**src/rtl/muldiv_seq_pkg.sv**
```systemverilog
// rtl/muldiv_seq_pkg.sv - shared ALUop encodings and MULTU/DIVU select for the muldiv sequencer
//
// Purpose: constants shared by muldiv_seq and the instruction decoder.
//   ALU_ADDU / ALU_SUBU mirror the shared ALUop encodings.
//   MULDIV_OP_MULTU / MULDIV_OP_DIVU select the operation on the 1-bit op port.
package muldiv_seq_pkg;

  localparam logic [3:0] ALU_ADDU = 4'd0;
  localparam logic [3:0] ALU_SUBU = 4'd1;

  localparam logic MULDIV_OP_MULTU = 1'b0;
  localparam logic MULDIV_OP_DIVU  = 1'b1;

endpackage

```
**src/rtl/muldiv_seq.sv**
```systemverilog
// rtl/muldiv_seq.sv - multi-cycle MULTU/DIVU sequencer driving the shared execute-stage ALU
//
// Purpose: runs shift-add multiply or restoring divide, one step per cycle,
// through the external ALU, and holds the architectural HI/LO registers.
// Ports:
//   clk, rst        clock (rising edge), synchronous active-high reset
//   start, op       request and operation select (0 = MULTU, 1 = DIVU)
//   rs_val, rt_val  multiplicand/dividend, multiplier/divisor
//   hi_we, lo_we    MTHI/MTLO strobes, wdata is the data
//   busy, done      busy while stepping; done one-cycle pulse with HI/LO valid
//   hi, lo          HI/LO registers
//   alu_A, alu_B    ALU operands, alu_op ALUop, alu_out combinational ALU result
module muldiv_seq
  import muldiv_seq_pkg::*;
#(
  parameter int XLEN = 32,
  parameter int ITER = 32
) (
  input  logic            clk,
  input  logic            rst,
  input  logic            start,
  input  logic            op,
  input  logic [XLEN-1:0] rs_val,
  input  logic [XLEN-1:0] rt_val,
  input  logic            hi_we,
  input  logic            lo_we,
  input  logic [XLEN-1:0] wdata,
  output logic            busy,
  output logic            done,
  output logic [XLEN-1:0] hi,
  output logic [XLEN-1:0] lo,
  output logic [XLEN-1:0] alu_A,
  output logic [XLEN-1:0] alu_B,
  output logic [3:0]      alu_op,
  input  logic [XLEN-1:0] alu_out
);

  typedef enum logic [1:0] {
    S_IDLE = 2'd0,
    S_RUN  = 2'd1,
    S_DONE = 2'd2
  } state_t;

  localparam int CW = $clog2(ITER);
  localparam logic [CW-1:0] LAST = CW'(ITER - 1);

  state_t          state, state_n;
  logic [XLEN-1:0] hi_n, lo_n;
  logic [XLEN-1:0] opnd, opnd_n;   // multiplicand for MULTU, divisor for DIVU
  logic            op_q, op_n;
  logic [CW-1:0]   count, count_n;
  logic [XLEN-1:0] sh;
  logic            carry;
  logic            ge;

  assign busy = (state == S_RUN);
  assign done = (state == S_DONE);

  always_ff @(posedge clk) begin
    if (rst) begin
      state <= S_IDLE;
      hi    <= '0;
      lo    <= '0;
      opnd  <= '0;
      op_q  <= MULDIV_OP_MULTU;
      count <= '0;
    end else begin
      state <= state_n;
      hi    <= hi_n;
      lo    <= lo_n;
      opnd  <= opnd_n;
      op_q  <= op_n;
      count <= count_n;
    end
  end

  always_comb begin
    state_n = state;
    hi_n    = hi;
    lo_n    = lo;
    opnd_n  = opnd;
    op_n    = op_q;
    count_n = count;
    alu_A   = '0;
    alu_B   = '0;
    alu_op  = ALU_ADDU;
    // Divide step: partial remainder shifted left, pulling in the next dividend bit.
    sh      = {hi[XLEN-2:0], lo[XLEN-1]};
    carry   = 1'b0;
    ge      = 1'b0;

    case (state)
      S_IDLE, S_DONE: begin
        if (start) begin
          // start wins over a simultaneous MTHI/MTLO
          op_n    = op;
          hi_n    = '0;
          lo_n    = (op == MULDIV_OP_MULTU) ? rt_val : rs_val;
          opnd_n  = (op == MULDIV_OP_MULTU) ? rs_val : rt_val;
          count_n = '0;
          state_n = S_RUN;
        end else begin
          if (hi_we) hi_n = wdata;
          if (lo_we) lo_n = wdata;
          if (state == S_DONE) state_n = S_IDLE;
        end
      end

      S_RUN: begin
        count_n = count + 1'b1;
        if (op_q == MULDIV_OP_MULTU) begin
          alu_op = ALU_ADDU;
          alu_A  = hi;
          alu_B  = lo[0] ? opnd : '0;
          // ADDU wraps; a result below hi means the 33rd bit was set
          carry  = (alu_out < hi);
          hi_n   = {carry, alu_out[XLEN-1:1]};
          lo_n   = {alu_out[0], lo[XLEN-1:1]};
        end else begin
          alu_op = ALU_SUBU;
          alu_A  = sh;
          alu_B  = opnd;
          // hi[31] set means the true shifted value is >= 2^32, so it always exceeds the divisor
          ge     = hi[XLEN-1] | (sh >= opnd);
          if (ge) begin
            hi_n = alu_out;
            lo_n = {lo[XLEN-2:0], 1'b1};
          end else begin
            hi_n = sh;
            lo_n = {lo[XLEN-2:0], 1'b0};
          end
        end
        if (count == LAST) state_n = S_DONE;
      end

      default: state_n = S_IDLE;
    endcase
  end

endmodule
```
**config.mk**
```make
export PLATFORM = sky130hd
export DESIGN_NAME = muldiv_seq
export DESIGN_NICKNAME = d
export VERILOG_FILES = /design/src/rtl/muldiv_seq_pkg.sv /design/src/rtl/muldiv_seq.sv
export SDC_FILE = /design/constraint.sdc
export NUM_CORES = 1
export LEC_CHECK = 0
export CAP_MARGIN = 20
export CORE_ASPECT_RATIO = 1.1
export CORE_MARGIN = 8
export CORE_UTILIZATION = 35
export CTS_CLUSTER_DIAMETER = 50
export DETAILED_ROUTE_END_ITERATION = 10
export HOLD_SLACK_MARGIN = 0.05
export PLACE_DENSITY = 0.65
export SETUP_SLACK_MARGIN = 0.15
export SLEW_MARGIN = 40
export SYNTH_ARGS = -nofsm -noshare
export SYNTH_HDL_FRONTEND = slang
export SYNTH_SLANG_ARGS = --single-unit
```
**constraint.sdc**
```tcl
create_clock -name clk -period 2.28 [get_ports clk]
set_input_delay 0.228 -clock clk [delete_from_list [all_inputs] [get_ports clk]]
set_output_delay 0.228 -clock clk [all_outputs]
set_load 0.01 [all_outputs]
```
==> flow_summary_export.csv <==
group,metric,value,unit
outcome,status,"finished with violations",
outcome,violations,"negative setup slack",
sta,whs,0.420,ns
setup_path,criticalPathCategory,"flop to flop",
sta,drv_slew,0,
yosys,netlist_area,8820,µm²
floorplanning,coreArea,25000,µm²
clock_network,cts_root_buf,"clkbuf_16",
yosys,synth_warnings,0,
power,finalPower,6.96,mW
cells_and_area,stdcell_area,13100,µm²
yosys,yosysTopAreaCellShare,0.236,
setup_path,path_common_cell,"a21oi_4",
sta,timing.final.ws_setup,-0.0342,ns
clock_network,cts_buffers,9,
global_routing,grt_usage,0.224,
sta,rsz0062_at_grt,"true",
global_routing,antenna_found_initial,2,
cells_and_area,final_common_cell,"clkdlybuf4s50_1",
sta,tightest_slew,0.682,ns
floorplanning,rows,61,
floorplanning,die-area,30500,µm²
clock_network,clock_path_buffers,2,
sta,fin_worst_skew,0.0104,ns
setup_path,critPathArrivalTime,2.54,ns
clock_network,htreeDepth,3,
yosys,synth-edff-count,0,
hold_path,whs_path_depth,2,
clock_network,insertion_delay,0.36,ns
clock_network,cts_sinks,104,
setup_path,critPathLaunchType,"flop",
floorplanning,die_h,182,µm
yosys,ys_top_cells_by_area,"dfxtp_1 (24%), mux2i_1 (17%), ha_1 (9.2%)",
power,irDropWorstVdd,357,µV
cells_and_area,stdcell_count,1779,
global_routing,grt_overflow_total,0,
clock_network,cts_tree,"built",
setup_path,path_max_fanout,8,
yosys,yosysTopAreaCell,"dfxtp_1",
setup_path,crit_cells,10,
setup_path,crit_family,"compound AO/OA/AOI/OAI gates",
place,dp_cells,1740,
global_routing,grt_pass1_wl,54600,µm
route,viasPerCell,5.51,
clock_network,path_clk_slew,0.08,ns
place,hpwl,26800,µm
place,place_ws,-0.149,ns
cells_and_area,area_delta_synth_final,49.0,%
sta,min_period,2.31,ns
sta,finalSetupTns,-0.158,ns
yosys,ys_seq_elements,104,
job,maxCapViolCount,0,
place,io_buffers,264,
power,leakagePower,5.63,nW
global_routing,grt_pass1_vias,9392,
setup_path,cp.required,2.50,ns
cells_and_area,final_util,0.525,
route,wire_per_inst,20.4,µm
setup_path,cp_slowest_stage_delay,0.37,ns
yosys,synth-main-ff-cell,"dfxtp_1",
setup_path,slowest_stage,"dfxtp_4",
yosys,synth_cells,1173,
setup_path,rr_worst_depth,10,
route,firstDrtPassIters,5,
floorplanning,pin_count,268,
route,dr_total_vias,9800,
sta,finalHoldViolations,0,
global_routing,grt_max_degree,53,
place,postPlaceCellArea,12100,µm²
cells_and_area,final_cell_mix,"clkdlybuf4s50_1 (213), nor2_1 (204), mux2i_1 (150)",
place,gp_congestion,0.900,
sta,relSlewSlack,0.545,
sta,setup_viol,13,
yosys,yosysUniqueCellTypes,52,
floorplanning,die_w,167,µm
hold_path,hold_path_class,"input port to flop",
sta,fmax,0.432,GHz
cells_and_area,drive_gt1_frac,0.148,
setup_path,critPathCaptureType,"flop",
yosys,synth.avg_cell_area,7.52,µm²
power,p_per_area,529,nW/µm²
route,drc,0,
yosys,synthArstFlopShare,0,
cells_and_area,fin_nets,1656,
setup_path,path_cells,"ha_4, a21oi_4, o21ai_4, a221oi_4, o211ai_2, a21oi_4, buf_6, buf_12, mux2i_1, a31oi_1",
floorplanning,start_util,0.352,
setup_path,cp_num_buf_inv,2,
route,dr.first_iter.drc_count,541,
route,wirelength,36200,µm
sta,finalCritPeriodShare,1.01,
route,drt.antenna.violating_nets,0,
yosys,seq_area_frac_synth,0.236,
==> layer usage <==
metal  share of wire  routed length [µm]  vias to the layer above  global-route usage
met4           0.026                 951                        0              0.0683
li1                -                   -                     4797                   -
met5               0                   0                        -                   0
met1            0.44               16000                     4634               0.286
met3           0.056                2050                       45              0.0395
met2            0.48               17300                      324               0.379
==> logic make-up (layout without fill, tap and decap cells) <==
| family | count (synthesis) | in the layout | share of synthesized area |
|---|---|---|---|
| DFF | 104 | 104 | 0.236 |
| AOI/OAI and AO/OA | 306 | 306 | 0.228 |
| adders and majority gates | 65 | 65 | 0.0922 |
| and+or+nand+nor | 372 | 372 | 0.189 |
| muxes | 150 | 150 | 0.170 |
| buffers and inverters | 175 | 462 | 0.0839 |
| other | 1 | 5 | 0.000425 |
==> synth_stat cells (3+ instances only) <==
| cell | count |
|---|---|
| a211oi_1 | 66 |
| a21o_1 | 25 |
| a21oi_1 | 99 |
| a311o_1 | 20 |
| a31oi_1 | 31 |
| and2_1 | 3 |
| and3_1 | 12 |
| and4_1 | 3 |
| buf_1 | 7 |
| buf_2 | 24 |
| buf_4 | 8 |
| clkbuf_1 | 59 |
| dfxtp_1 | 104 |
| ha_1 | 65 |
| inv_1 | 74 |
| mux2i_1 | 150 |
| nand2_1 | 51 |
| nand3_1 | 3 |
| nand4_1 | 6 |
| nor2_1 | 205 |
| nor2b_1 | 15 |
| nor3_1 | 45 |
| nor4_1 | 12 |
| nor4b_1 | 11 |
| o21ai_0 | 42 |
==> area by class of cell <==
class,instances,area [µm²]
repair buffers,371,3700
well taps,315,394
diodes,2,5.00
clock buffers,10,239
inverters,75,287
clock inverters,6,55.1
flip-flops and latches,104,2120
fillers,2426,11900
multi-input cells,896,6340
==> sequential cells by signal, indices dropped and copies added (netlist names) <==
name and flops:
state 2, hi 32, lo 32, count 5, op_q 1, opnd 32
==> where the power goes <==
group          internal, mW  switching (mW)
clock                 0.801           0.826
sequential             1.99           0.165
combinational          1.60            1.57
==> final timing paths <==
kind | startpoint | endpoint | slack [ns]
max | hi[18]$_SDFFE_PP0P_ | hi[6]$_SDFFE_PP0P_ | -0.03
max reg2reg | hi[18]$_SDFFE_PP0P_ | hi[6]$_SDFFE_PP0P_ | -0.03
min reg2reg | opnd[21]$_SDFFE_PP0P_ | opnd[21]$_SDFFE_PP0P_ | 0.50
min | rst | count[3]$_SDFFE_PP0P_ | 0.42
==> repair_timing <==
action	4_1_cts	5_1_grt
hold endpoints to repair	0	0
setup buffers	14	1
endpoints found under the setup margin	82	49
gates resized for setup	120	31
hold buffers	0	0
pin swaps	29	14
gates cloned	5	1
(Power assumes the default switching activity.)
